===== src/rtl/huffman_stream_decoder_if.sv =====
// Stream bundle for the Huffman decoder: chunked bits in and
// signed symbols out, each with its own ready/valid pair.
interface huffman_stream_decoder_if #(
    parameter int IN_W  = 4,
    parameter int SYM_W = 4
);
    logic                        sValid;
    logic                        sReady;
    logic [IN_W-1:0]             in_bits;
    logic [$clog2(IN_W+1)-1:0]   in_len;
    logic signed [SYM_W-1:0]     decodedData;
    logic                        tvalid;
    logic                        tready;

    modport master (
        output sValid, in_bits, in_len, tready,
        input  sReady, decodedData, tvalid
    );

    modport slave (
        input  sValid, in_bits, in_len, tready,
        output sReady, decodedData, tvalid
    );
endinterface


===== src/rtl/huffman_stream_decoder.sv =====
// Streaming prefix-code decoder: MSB-first bit buffer, run-time
// loadable code table, one symbol per cycle with backpressure.
module huffman_stream_decoder #(
    parameter int IN_W     = 4,
    parameter int MAX_CODE = 9,
    parameter int SYM_W    = 4,
    parameter int NUM_SYM  = 8,
    parameter int BUF_W    = 16
) (
    input  logic                          clk,
    input  logic                          reset,
    huffman_stream_decoder_if.slave       io,
    input  logic                          cfg_we,
    input  logic [$clog2(NUM_SYM)-1:0]    cfg_idx,
    input  logic [MAX_CODE-1:0]           cfg_code,
    input  logic [$clog2(MAX_CODE+1)-1:0] cfg_len,
    input  logic signed [SYM_W-1:0]       cfg_sym,
    input  logic                          flush,
    output logic                          err
);
    localparam int CL_W  = $clog2(MAX_CODE+1);
    localparam int CNT_W = $clog2(BUF_W+1);

    typedef enum logic {
        RUN = 1'b0,
        ERR = 1'b1
    } state_t;

    state_t                  state_q, state_d;
    logic [BUF_W-1:0]        buf_q, buf_d;
    logic [CNT_W-1:0]        cnt_q, cnt_d;
    logic                    tvalid_q, tvalid_d;
    logic signed [SYM_W-1:0] data_q, data_d;

    logic [MAX_CODE-1:0]     tbl_code [NUM_SYM];
    logic [CL_W-1:0]         tbl_len  [NUM_SYM];
    logic signed [SYM_W-1:0] tbl_sym  [NUM_SYM];
    logic [MAX_CODE-1:0]     code_mask;

    logic                    hit;
    logic [CL_W-1:0]         hit_len;
    logic signed [SYM_W-1:0] hit_sym;

    logic                    s_ready;
    logic                    free;
    logic                    accept;
    logic [CNT_W-1:0]        use_len;
    logic [CNT_W-1:0]        app_len;
    logic [BUF_W-1:0]        chunk;

    // Codes are stored masked so stray high bits never block a match.
    assign code_mask = ~({MAX_CODE{1'b1}} << cfg_len);

    always_ff @(posedge clk or negedge reset) begin
        if (!reset) begin
            for (int i = 0; i < NUM_SYM; i++) begin
                tbl_code[i] <= '0;
                tbl_len[i]  <= '0;
                tbl_sym[i]  <= '0;
            end
        end else if (cfg_we && (32'(cfg_idx) < NUM_SYM)) begin
            tbl_code[cfg_idx] <= cfg_code & code_mask;
            tbl_len[cfg_idx]  <= cfg_len;
            tbl_sym[cfg_idx]  <= cfg_sym;
        end
    end

    // Scan high to low so the lowest matching index is the one kept.
    always_comb begin
        hit     = 1'b0;
        hit_len = '0;
        hit_sym = '0;
        for (int i = NUM_SYM - 1; i >= 0; i--) begin
            if ((tbl_len[i] != '0) &&
                (32'(tbl_len[i]) <= 32'(cnt_q)) &&
                ((buf_q >> (BUF_W - 32'(tbl_len[i]))) ==
                 BUF_W'(tbl_code[i]))) begin
                hit     = 1'b1;
                hit_len = tbl_len[i];
                hit_sym = tbl_sym[i];
            end
        end
    end

    assign s_ready = (state_q == RUN) &&
                     (32'(cnt_q) + IN_W <= BUF_W);

    always_comb begin
        state_d  = state_q;
        tvalid_d = tvalid_q;
        data_d   = data_q;
        use_len  = '0;
        app_len  = '0;
        chunk    = '0;
        free     = !tvalid_q || io.tready;
        accept   = io.sValid && s_ready;

        unique case (state_q)
            RUN: begin
                if (free && hit) begin
                    data_d   = hit_sym;
                    tvalid_d = 1'b1;
                    use_len  = CNT_W'(hit_len);
                end else if (io.tready) begin
                    tvalid_d = 1'b0;
                end
                if (!hit && (32'(cnt_q) >= MAX_CODE)) begin
                    state_d = ERR;
                end
            end
            ERR: begin
                if (io.tready) begin
                    tvalid_d = 1'b0;
                end
            end
        endcase

        // Left-justify the chunk so bits above in_len fall off the top.
        if (accept) begin
            app_len = (32'(io.in_len) > IN_W) ? CNT_W'(IN_W)
                                               : CNT_W'(io.in_len);
            chunk   = {io.in_bits, {(BUF_W-IN_W){1'b0}}}
                      << (IN_W - 32'(app_len));
        end

        buf_d = (buf_q << use_len) | (chunk >> (cnt_q - use_len));
        cnt_d = cnt_q - use_len + app_len;

        if (flush) begin
            state_d  = RUN;
            tvalid_d = 1'b0;
            buf_d    = '0;
            cnt_d    = '0;
        end
    end

    always_ff @(posedge clk or negedge reset) begin
        if (!reset) begin
            state_q  <= RUN;
            buf_q    <= '0;
            cnt_q    <= '0;
            tvalid_q <= 1'b0;
            data_q   <= '0;
        end else begin
            state_q  <= state_d;
            buf_q    <= buf_d;
            cnt_q    <= cnt_d;
            tvalid_q <= tvalid_d;
            data_q   <= data_d;
        end
    end

    assign io.sReady      = s_ready;
    assign io.tvalid      = tvalid_q;
    assign io.decodedData = data_q;
    assign err            = (state_q == ERR);
endmodule

===== src/flat_wrapper.sv =====
// flat-port wrapper written by rule: the top's interface ports become plain ports
module huffman_stream_decoder_flat 
#(
    parameter int IN_W     = 4,
    parameter int MAX_CODE = 9,
    parameter int SYM_W    = 4,
    parameter int NUM_SYM  = 8,
    parameter int BUF_W    = 16
)
  (clk, reset, cfg_we, cfg_idx, cfg_code, cfg_len, cfg_sym, flush, err, io_sValid, io_in_bits, io_in_len, io_tready, io_sReady, io_decodedData, io_tvalid);
  huffman_stream_decoder_if #(.IN_W(IN_W), .SYM_W(SYM_W)) io_i ();
  input  logic clk;
  input  logic reset;
  input  logic cfg_we;
  input  logic [$clog2(NUM_SYM)-1:0] cfg_idx;
  input  logic [MAX_CODE-1:0] cfg_code;
  input  logic [$clog2(MAX_CODE+1)-1:0] cfg_len;
  input  logic signed [SYM_W-1:0] cfg_sym;
  input  logic flush;
  output logic err;
  input wire logic [$bits(io_i.sValid)-1:0] io_sValid;
  input wire logic [$bits(io_i.in_bits)-1:0] io_in_bits;
  input wire logic [$bits(io_i.in_len)-1:0] io_in_len;
  input wire logic [$bits(io_i.tready)-1:0] io_tready;
  output wire logic [$bits(io_i.sReady)-1:0] io_sReady;
  output wire logic [$bits(io_i.decodedData)-1:0] io_decodedData;
  output wire logic [$bits(io_i.tvalid)-1:0] io_tvalid;
  assign io_i.sValid = io_sValid;
  assign io_i.in_bits = io_in_bits;
  assign io_i.in_len = io_in_len;
  assign io_i.tready = io_tready;
  assign io_sReady = io_i.sReady;
  assign io_decodedData = io_i.decodedData;
  assign io_tvalid = io_i.tvalid;
  huffman_stream_decoder #(.IN_W(IN_W), .MAX_CODE(MAX_CODE), .SYM_W(SYM_W), .NUM_SYM(NUM_SYM), .BUF_W(BUF_W)) u_core (.clk(clk), .reset(reset), .io(io_i), .cfg_we(cfg_we), .cfg_idx(cfg_idx), .cfg_code(cfg_code), .cfg_len(cfg_len), .cfg_sym(cfg_sym), .flush(flush), .err(err));
endmodule

===== config.mk =====
export PLATFORM = sky130hd
export DESIGN_NAME = huffman_stream_decoder_flat
export DESIGN_NICKNAME = d
export VERILOG_FILES = /design/src/rtl/huffman_stream_decoder_if.sv /design/src/rtl/huffman_stream_decoder.sv /design/src/flat_wrapper.sv
export SDC_FILE = /design/constraint.sdc
export NUM_CORES = 1
export LEC_CHECK = 0
export ABC_AREA = 1
export BUFFER_PORTS_ARGS = -buffer_cell sky130_fd_sc_hd__buf_2
export CAP_MARGIN = 20
export CORE_UTILIZATION = 50
export DETAILED_ROUTE_END_ITERATION = 8
export PLACE_DENSITY = 0.66
export SYNTH_ARGS = -nofsm -noshare
export SYNTH_HDL_FRONTEND = slang
export SYNTH_SLANG_ARGS = --single-unit

===== constraint.sdc =====
create_clock -name clk -period 5.9 [get_ports clk]
set_input_delay 1.18 -clock clk [delete_from_list [all_inputs] [get_ports clk]]
set_output_delay 1.18 -clock clk [all_outputs]
set_load 0.01 [all_outputs]

## After elaboration in Yosys (flattened, before gate mapping)

Cells that the tools add are included.
Widths: inputs -> output; s select.

- Output and inout port bits: 7
- Bits in writable memories: 0
- Bits in read-only memories: 0
- Input bits: 33
- Register bits after elaboration: 163
- Memories kept: 0
- Logic and storage cells: 157
- Bits in latches: 0

- $mul: 0
- Eq/ne operators: 8
- Bitwise gates (word level): 5
- Add/subtract/negate cells: 12
- Reductions and logical operators: 33
- Shift operators: 12
- $lt $le $gt $ge: 13
- Div/mod/pow operators: 0
- Multiplexer cells: 45

Operator list:

| operator | number |
|---|---|
| $shr 16x32->16 | 8 |
| $eq 16x9->1 | 8 |
| $bwmux 72 | 1 |
| $mux 4 | 18 |
| $bwmux 32 | 2 |
| $sub 5x4->6 const A | 8 |
| $le 4x5->1 | 8 |
| $le 32x5->1 const B | 1 |
| $mux 16 | 2 |
| $reduce_bool 4->1 | 8 |
| $shl 16x32->16 | 1 |
| $demux 9 s3 | 1 |
| $logic_and 1x1->1 | 21 |
| $or 16x16->16 | 1 |
| $shl 16x5->16 | 1 |
| $shr 16x5->16 | 1 |
| $mux 5 | 3 |
| $mux 1 | 14 |
| $demux 4 s3 | 1 |
| $and 9x9->9 | 1 |
| $mux 9 | 1 |
| $not 9->9 | 1 |
| $shl 9x4->9 const A | 1 |
| $add 5x3->6 const B | 1 |
| 14 further kinds | 15 |

## Longest topological paths before layout

Gate-level depths: netlist (run 1).

- Depth in word-level cells: 19
- Mapped depth: 43
- Mapped depth without buffers: 39

## Worst setup path after synthesis (run 1)

Ideal clock, no wire load.

- Path type: reg2reg
- Start point: reg u_core.tbl_len[0] (netlist name)
- End point: reg u_core.cnt_q[3]
- Path slack: 1.104 ns
- Library setup time: 0.078 ns
- Data arrival time: 4.719 ns
- Cell stages (with the launch flop): 36
- Buffers on the path: 5
- Data required time: 5.822 ns
- Clock period less this slack: 4.796 ns
- Path through: dfrtp_1 buf_6 inv_2 buf_2 ha_1 clkbuf_2 inv_1 buf_4 nand3_1 nand3_1 nand2_1 nand2_1 nand2_1 nand2_1 nand2_1 nor2_1 nand2_1 nor2_1 and2_4 nor2_1 nand2_1 nor2_1 nand2_2 nand3_4 nor2_8 nand2_4 buf_6 inv_1 ha_1 inv_1 fa_1 xor2_1 ha_1 a21oi_1 o21ai_0 a21oi_1

- Longest elaborated chain between the ends: 18
- Elaborated cells between the ends (all ways): 29
- Those cells by class: add/sub (3); order compare (1); eq/ne (1); shift (1); mux (19); reduce/logical (4)

Ends and longest elaborated chain:

| what | RTL line | source |
|---|---|---|
| start, declared | huffman_stream_decoder.sv:36 | `logic [CL_W-1:0] tbl_len [NUM_SYM];` |
| start signal, assigned by index | huffman_stream_decoder.sv:63 | `tbl_len[cfg_idx] <= cfg_len;` |
| $sub 5x4->6 | huffman_stream_decoder.sv:76 | `((buf_q >> (BUF_W - 32'(tbl_len[i]))) ==` |
| $shr 16x32->16 | huffman_stream_decoder.sv:76 |  |
| $eq 16x9->1 | huffman_stream_decoder.sv:76 |  |
| $logic_and 1x1->1 | huffman_stream_decoder.sv:75 | `(32'(tbl_len[i]) <= 32'(cnt_q)) &&` |
| $mux 1 (8 in series) | huffman_stream_decoder.sv:74 | `if ((tbl_len[i] != '0) &&` |
| $logic_and 1x1->1 | huffman_stream_decoder.sv:100 | `if (free && hit) begin` |
| $mux 4 * | huffman_stream_decoder.sv:100 |  |
| $mux 5 * | huffman_stream_decoder.sv:98 | `unique case (state_q)` |
| $sub 5x5->5 * | huffman_stream_decoder.sv:127 | `cnt_d = cnt_q - use_len + app_len;` |
| $add 5x5->5 * | huffman_stream_decoder.sv:127 |  |
| $mux 5 * | huffman_stream_decoder.sv:129 | `if (flush) begin` |
| via u_core.cnt_d[3] | huffman_stream_decoder.sv:31 | `logic [CNT_W-1:0] cnt_q, cnt_d;` |
| end signal, assigned | huffman_stream_decoder.sv:147 | `cnt_q <= cnt_d;` |
| end, declared | huffman_stream_decoder.sv:31 |  |

Mark *: on every way through the listed nets, which the timed path passes. The rest lies on a longest branch.
A chain may end at the register's enable or synchronous reset.

## Worst setup path in the final report (run 1)

- Start point: reg u_core.tbl_len[0] (netlist name)
- End point: reg u_core.buf_q[5]

- Longest elaborated chain between the ends: 19
- Elaborated cells between the ends (all ways): 31
- Those cells by class: add/sub (2); order compare (1); eq/ne (1); shift (3); mux (19); bitwise (1); reduce/logical (4)

Ends and longest elaborated chain:

| what | RTL line | source |
|---|---|---|
| $sub 5x4->6 | huffman_stream_decoder.sv:76 |  |
| $shr 16x32->16 | huffman_stream_decoder.sv:76 |  |
| $eq 16x9->1 | huffman_stream_decoder.sv:76 |  |
| $logic_and 1x1->1 | huffman_stream_decoder.sv:75 |  |
| $mux 1 (8 in series) | huffman_stream_decoder.sv:74 |  |
| $logic_and 1x1->1 | huffman_stream_decoder.sv:100 |  |
| $mux 4 * | huffman_stream_decoder.sv:100 |  |
| $mux 5 * | huffman_stream_decoder.sv:98 |  |
| $sub 5x5->5 | huffman_stream_decoder.sv:126 | `buf_d = (buf_q << use_len) \| (chunk >> (cnt_q - use_len));` |
| $shr 16x5->16 | huffman_stream_decoder.sv:126 |  |
| $or 16x16->16 * | huffman_stream_decoder.sv:126 |  |
| $mux 16 * | huffman_stream_decoder.sv:129 |  |
| via u_core.buf_d[5] | huffman_stream_decoder.sv:30 | `logic [BUF_W-1:0] buf_q, buf_d;` |
| end signal, assigned | huffman_stream_decoder.sv:146 | `buf_q <= buf_d;` |
| end, declared | huffman_stream_decoder.sv:30 |  |

Marked as above.

==> results of run 1 <==
==> layout make-up <==
type	count	area [um^2]	area share [%]
inverter	226	871	5.28
tap	390	488	2.96
multi-input combinational	1986	9770	59.3
clock inverter	9	109	0.661
sequential	163	4080	24.8
timing repair buffer	106	704	4.27
clock buffer	21	450	2.73
==> power groups by stage <==
stage	logic (mW)	clock network (mW)	registers [mW]
floorplan	3.58	0	1.51
global placement	4.67	0	1.59
detailed placement	4.72	0	1.59
CTS	4.74	1.13	1.57
global route	5.41	1.17	1.60
finish	4.86	1.12	1.58
==> critical path: cells and delay by family, from the launching register on <==
kind                       cells  cell delay, ps
DFF                            1             390
buffers and inverters          5             930
and+or+nand+nor               19            2480
xor gates and xnor gates       1             270
AOI/OAI and AO/OA              4             550
adders and majority gates      2             700
==> what timing repair did <==
action / CTS / global route
endpoints found under the setup margin: 0 / 18
hold buffers: 0 / 0
gates resized for setup: 0 / 7
setup buffers: 0 / 4
==> registers in the layout, indices dropped and copies added, names as in the netlist <==
name / cells
u_core.tbl_code: 72
u_core.tbl_len: 32
u_core.tbl_sym: 32
u_core.buf_q: 16
u_core.cnt_q: 5
u_core.io.decodedData: 4
u_core.err: 1
u_core.io.tvalid: 1
==> routing by layer <==
| metal | vias up | part of all wire, % |
|---|---|---|
| met1 | 7868 | 43 |
| met2 | 802 | 45 |
| met4 | 0 | 4.8 |
| met5 | - | 0 |
| li1 | 8231 | - |
| met3 | 158 | 8.1 |
==> cell families after synthesis <==
kind of cell | count (synthesis) | synth area share, %
adder cells (fa/ha/maj) | 51 | 4.23
buffers and inverters | 353 | 10.4
multiplexers | 11 | 0.713
XOR/XNOR | 27 | 1.87
flip-flops | 163 | 26.4
AND/OR/NAND/NOR | 1375 | 37.9
AO/OA/AOI/OAI | 522 | 18.5
==> per-stage QoR <==
stage | cell area (um^2) | setup slack (ps) | util [%] | cells | power [mW]
6_report | 16500 | 485 | 54.9 | 2901 | 7.56
3_5_place_dp | 15900 | 296 | 52.8 | 2867 | 6.31
5_1_grt | 16500 | 5.98 | 54.9 | 2901 | 8.18
4_1_cts | 16400 | 265 | 54.7 | 2897 | 7.44
3_3_place_gp | 15900 | 365 | 52.8 | 2867 | 6.26
2_1_floorplan | 15500 | 1100 | - | 2502 | 5.09
==> placed cells by master (no fill, tap or decap), types with 3 or more instances in the layout <==
master / count
o221ai_1: 4
xor2_2: 6
o21ai_0: 320
inv_2: 27
dfrtp_1: 162
nand3_2: 8
ha_1: 48
clkbuf_1: 3
nand4_1: 17
nand2_2: 6
or2_1: 5
a2bb2oi_1: 4
inv_1: 189
xnor2_1: 5
a211oi_1: 5
nor2_4: 6
mux2i_1: 11
nand3_1: 287
nor2_1: 122
xor2_1: 15
nor2_2: 11
a21o_1: 5
clkinv_1: 4
o211ai_1: 45
clkinv_2: 3
clkinvlp_4: 3
clkbuf_16: 17
nand2_4: 3
and2_1: 3
nor3_1: 15
or2_2: 4
buf_2: 38
nand3b_1: 6
a31oi_1: 7
o21ai_1: 57
nand2_1: 871
a21oi_1: 59
buf_4: 67
clkinv_4: 4
==> path summary, 6_finish.rpt <==
| kind | endpoint | slack [ps] |
|---|---|---|
| min in group asynchronous | u_core.tbl_code[4]$_DFFE_PN0P_ | 680 |
| max in group asynchronous | u_core.buf_q[9]$_DFF_PN0_ | 4020 |
| min reg2reg | u_core.tbl_code[41]$_DFFE_PN0P_ | 490 |
| max reg2reg | u_core.buf_q[5]$_DFF_PN0_ | 490 |
| min | u_core.tbl_code[41]$_DFFE_PN0P_ | 490 |
| max | u_core.buf_q[5]$_DFF_PN0_ | 490 |
==> impl_metrics.csv, run 1 <==
group,metric,value,unit
outcome,status,"completed",
sta,hold_ws,487,ps
setup_path,cp-end-kind,"flop",
run,cap_viol_max_count,0,
placement,post-dp-hpwl,41500,um
global_route,grt.busiest_layer,"met2",
finish,drive_above_1_share,8.92,%
global_route,use_met2,58.3,%
die,pin_count,40,
yosys,synthCells,2502,
min_path,min_from,"u_core.tbl_code[41]$_DFFE_PN0P_",
drt,drc_errors,0,
clock_network,htreeDepth,4,
yosys,synth_cell_types,62,
drt,first_pass_iters,7,
die,rows,63,
global_route,grt_overflow_total,0,
die,coreArea,30000,um^2
yosys,syn_avg_cell_area,6.18,um^2
global_route,grt_max_degree,65,
pwr,power.leakage,8.16,nW
clock_network,cts_tree,"built",
finish,layout.nets,2584,
global_route,grtUsageTotal,37.0,%
setup_path,critPathMaxStageDelay,470,ps
setup_path,cpMostUsedCell,"nand2_1",
pwr,p_switching,4.02,mW
setup_path,start_kind,"flop",
finish,n_antenna_cell,0,
clock_network,clk_latency,450,ps
min_path,worstHoldPathCells,2,
global_route,grt_pass1_vias,15239,
pwr,p_clk_share,14.8,%
sta,fmax,185,MHz
clock_network,cts_root_buf,"clkbuf_16",
drt,wirelength,57200,um
global_route,grtUsageMet3,5.89,%
global_route,grt_pass1_wl,87200,um
sta,setup_viol_count_final,0,
finish,syn_to_final_growth,6.65,%
die,dieArea,31600,um^2
setup_path,cp.required,6280,ps
global_route,met1_usage,49.1,%
setup_path,critPathArrivalTime,5790,ps
sta,slew_violations,0,
die,initial_core_util,51.4,%
setup_path,startpoint,"u_core.tbl_len[0]$_DFFE_PN0P_",
pwr,p_seq_share,20.9,%
drt,drtIter0Drc,1887,
yosys,synth_seq_cells,163,
clock_network,cts.reportedPaths.clkPinSlew,70,ps
sta,relSlewSlack,33.4,%
setup_path,cp_max_fo,21,
clock_network,cts_buffer_depth,2,
yosys,seq_area_frac_synth,26.4,%
sta,tightest_slew,996,ps
drt,wl_per_cell,19.7,um
yosys,syn_nets,2586,
placement,gp_congestion,0.968,
sta,final_hold_viol_count,0,
die,die_y,178,um
yosys,synth-edff-count,0,
clock_network,cts_sinks,163,
yosys,synth_top_area_cell,"dfrtp_1",
yosys,synth_area_leaders,"dfrtp_1 (26%), nand2_1 (21%), o21ai_0 (10%)",
setup_path,rr_startpoint,"u_core.tbl_len[0]$_DFFE_PN0P_",
yosys,ys.flop_type,"dfrtp_1",
setup_path,cpMaxStageDelayCell,"fa_1",
drt,dr_total_vias,17059,
yosys,synth.most_common_cell,"nand2_1",
pwr,p_comb_share,64.3,%
global_route,antenna_found_initial,1,
drt,via_per_inst,5.88,
sta,skew,6.40,ps
drt,ant_nets,0,
sta,finalCritPeriodShare,91.8,%
placement,io_buffer_count,39,
yosys,syn_area,15500,um^2
yosys,ys_warn_count,0,
clock_network,numCtsBuffers,17,
setup_path,ff2ff_path_depth,31,
yosys,synth_common_cells,"nand2_1 (871), o21ai_0 (320), nand3_1 (287), inv_1 (191), dfrtp_1 (163)",
sta,final.setup.tns,0,ps
min_path,hold_path.class,"flop to flop",
pwr,internal_power,3.55,mW
yosys,postSynth.asyncResetShare,100,%
pwr,powerDensity,459,nW/um^2
yosys,yosysTopAreaCellShare,26.4,%
pwr,ir_drop,0.000242,V
pwr,p_sw_share,53.1,%
finish,fillers,3081,
setup_path,crit_type,"flop to flop",
sta,period_needed,5410,ps
sta,rsz0062_at_grt,"false",
die,die_w,178,um
Power figures use the tool's default switching activity.
==> run 2, diff against run 1 <==
--- a/config.mk
+++ b/config.mk
@@ -8,9 +8,9 @@
 export ABC_AREA = 1
 export BUFFER_PORTS_ARGS = -buffer_cell sky130_fd_sc_hd__buf_2
 export CAP_MARGIN = 20
-export CORE_UTILIZATION = 50
+export CORE_UTILIZATION = 60
 export DETAILED_ROUTE_END_ITERATION = 8
-export PLACE_DENSITY = 0.66
+export PLACE_DENSITY = 0.77
 export SYNTH_ARGS = -nofsm -noshare
 export SYNTH_HDL_FRONTEND = slang
 export SYNTH_SLANG_ARGS = --single-unit
==> run 2 against run 1 <==
Against the previous run: clock power grew 9%; sequential power about the same; utilization rose by 10 points; critical path depth decreased by 2; clock skew is 11 ps higher; critical path type unchanged; power up 0.91%; routed wire length fell by 5.2%; die area fell by 16%; setup slack worse by 21 ps; count of clock-buffer cells in the layout decreased by 4; sequential share of layout area fell by 0.055 points.
==> impl_metrics.csv, run 2 (same netlist as run 1, synthesis figures left out) <==
group,metric,value,unit
clock_network,clk_latency,460,ps
global_route,grt_pass1_wl,83400,um
placement,io_buffer_count,39,
sta,finalCritPeriodShare,92.1,%
die,die_w,162,um
setup_path,crit_type,"flop to flop",
die,coreArea,25300,um^2
sta,skew,17.8,ps
sta,setup_viol_count_final,0,
finish,largest_reg_flops,72,
placement,post-dp-hpwl,39100,um
finish,layout.nets,2582,
sta,tightest_slew,1030,ps
min_path,hold_path.class,"flop to flop",
sta,period_needed,5440,ps
sta,final.setup.tns,0,ps
finish,multi_input_area,9810,um^2
die,dieArea,26400,um^2
finish,drive_above_1_share,9.20,%
outcome,status,"completed",
global_route,grt_max_degree,67,
drt,ant_nets,0,
die,die_y,162,um
clock_network,ctsHoldBuffers,0,
clock_network,numCtsBuffers,17,
drt,dr_total_vias,17154,
finish,reg_top3,"u_core.tbl_code: 72 flops, u_core.tbl_len: 32 flops, u_core.tbl_sym: 32 flops",
placement,gp_congestion,1.04,
finish,syn_to_final_growth,6.79,%
finish,n_antenna_cell,0,
drt,first_pass_iters,8,
finish,regArea,4080,um^2
setup_path,critPathArrivalTime,5790,ps
die,pin_count,40,
setup_path,critPathMaxStageDelay,540,ps
setup_path,cp_max_fo,18,
drt,wl_per_cell,19.1,um
finish,mostFrequentLayoutCell,"nand2_1",
sta,final_hold_viol_count,0,
die,initial_core_util,61.2,%
sta,setup_ws,464,ps
global_route,grt_overflow_total,0,
drt,via_per_inst,6.04,
drt,wirelength,54200,um
run,cap_viol_max_count,0,
clock_network,cts_tree,"built",
setup_path,cpMaxStageDelayCell,"inv_1",
finish,max_flop_register,"u_core.tbl_code",
drt,drtIter0Drc,2189,
pwr,powerDensity,463,nW/um^2
clock_network,cts_root_buf,"clkbuf_16",
clock_network,cts.reportedPaths.clkPinSlew,80,ps
placement,dp_slack,378,ps
die,rows,58,
pwr,ir_drop,0.000308,V
finish,fillers,2391,
clock_network,htreeDepth,4,
sta,relSlewSlack,31.4,%
sta,fmax,184,MHz
setup_path,cp-end-kind,"flop",
sta,rsz0062_at_grt,"true",
setup_path,cp.required,6260,ps
finish,layout_common_cells,"nand2_1 (871), o21ai_0 (320), nand3_1 (287)",
clock_network,cts_buffer_depth,2,
global_route,grt_pass1_vias,15564,
clock_network,cts_sinks,163,
drt,drc_errors,0,
pwr,power.leakage,8.18,nW
global_route,grtUsageTotal,41.4,%
setup_path,start_kind,"flop",
global_route,antenna_found_initial,0,
sta,slew_violations,0,
run 2: changes by cell type in the layout (fill, tap and decap cells not counted), moves of 2 or more:
| cell | change |
|---|---|
| inv_6 | +2 |
| clkinv_4 | -3 |
| nor2_2 | -2 |
| clkinv_8 | +7 |
| bufinv_16 | -2 |
| buf_4 | -3 |
| nor2_4 | +2 |
| clkbuf_1 | -3 |
| clkinv_2 | -3 |
| inv_12 | +4 |
run 2: layer usage:
metal / share of wire (%) / GRT usage [%]
met1: 41 / 53.7
met2: 44 / 65.0
met3: 10 / 8.73
met4: 5.4 / 20.6
met5: 0 / 0
run 2: timing repair:
action | CTS | global route
setup buffers | 0 | 8
gates resized for setup | 0 | 13
endpoints found under the setup margin | 0 | 18
run 2: cell type report:
class | instances | share of cell area, %
tap | 330 | 2.50
sequential | 163 | 24.7
clock inverter | 15 | 1.30
timing repair buffer | 104 | 4.16
clock buffer | 17 | 2.58
multi-input combinational | 1986 | 59.4
inverter | 226 | 5.30
run 2: stage by stage:
stage	instance area [um^2]	utilization, %	hold WS [ps]	total power [mW]	cells
global route	16500	65.3	513	8.22	2841
global placement	15800	62.4	462	6.13	2801
CTS	16400	64.9	487	7.42	2833
finish	16500	65.3	486	7.63	2841
detailed placement	15800	62.4	468	6.19	2801
floorplan	15500	-	448	5.09	2502
run 2: worst max-delay path: cells and delay by family (launching register included):
| family | cells | cell delay (ps) |
|---|---|---|
| adder cells (fa/ha/maj) | 3 | 870 |
| XOR/XNOR | 1 | 240 |
| AO/OA/AOI/OAI | 6 | 920 |
| AND/OR/NAND/NOR | 14 | 1830 |
| buffers and inverters | 5 | 1000 |
| flip-flops | 1 | 430 |
run 2: power by group:
| group | internal (mW) | total, mW | switching (mW) |
|---|---|---|---|
| Clock | 0.591 | 1.22 | 0.624 |
| Sequential | 1.35 | 1.55 | 0.204 |
| Combinational | 1.57 | 4.87 | 3.29 |
run 2: path summary, 6_finish.rpt:
check | depth (start not counted) | end | startpoint | slack, ps
max in group asynchronous | 2 | u_core.tbl_len[20]$_DFFE_PN0P_ | reset | 3920
max | 29 | u_core.buf_q[2]$_DFF_PN0_ | u_core.cnt_q[1]$_DFF_PN0_ | 460
min reg2reg | 2 | u_core.tbl_sym[7]$_DFFE_PN0P_ | u_core.tbl_sym[7]$_DFFE_PN0P_ | 490
max reg2reg | 29 | u_core.buf_q[2]$_DFF_PN0_ | u_core.cnt_q[1]$_DFF_PN0_ | 460
min | 2 | u_core.tbl_sym[7]$_DFFE_PN0P_ | u_core.tbl_sym[7]$_DFFE_PN0P_ | 490
min in group asynchronous | 1 | u_core.tbl_code[6]$_DFFE_PN0P_ | reset | 670
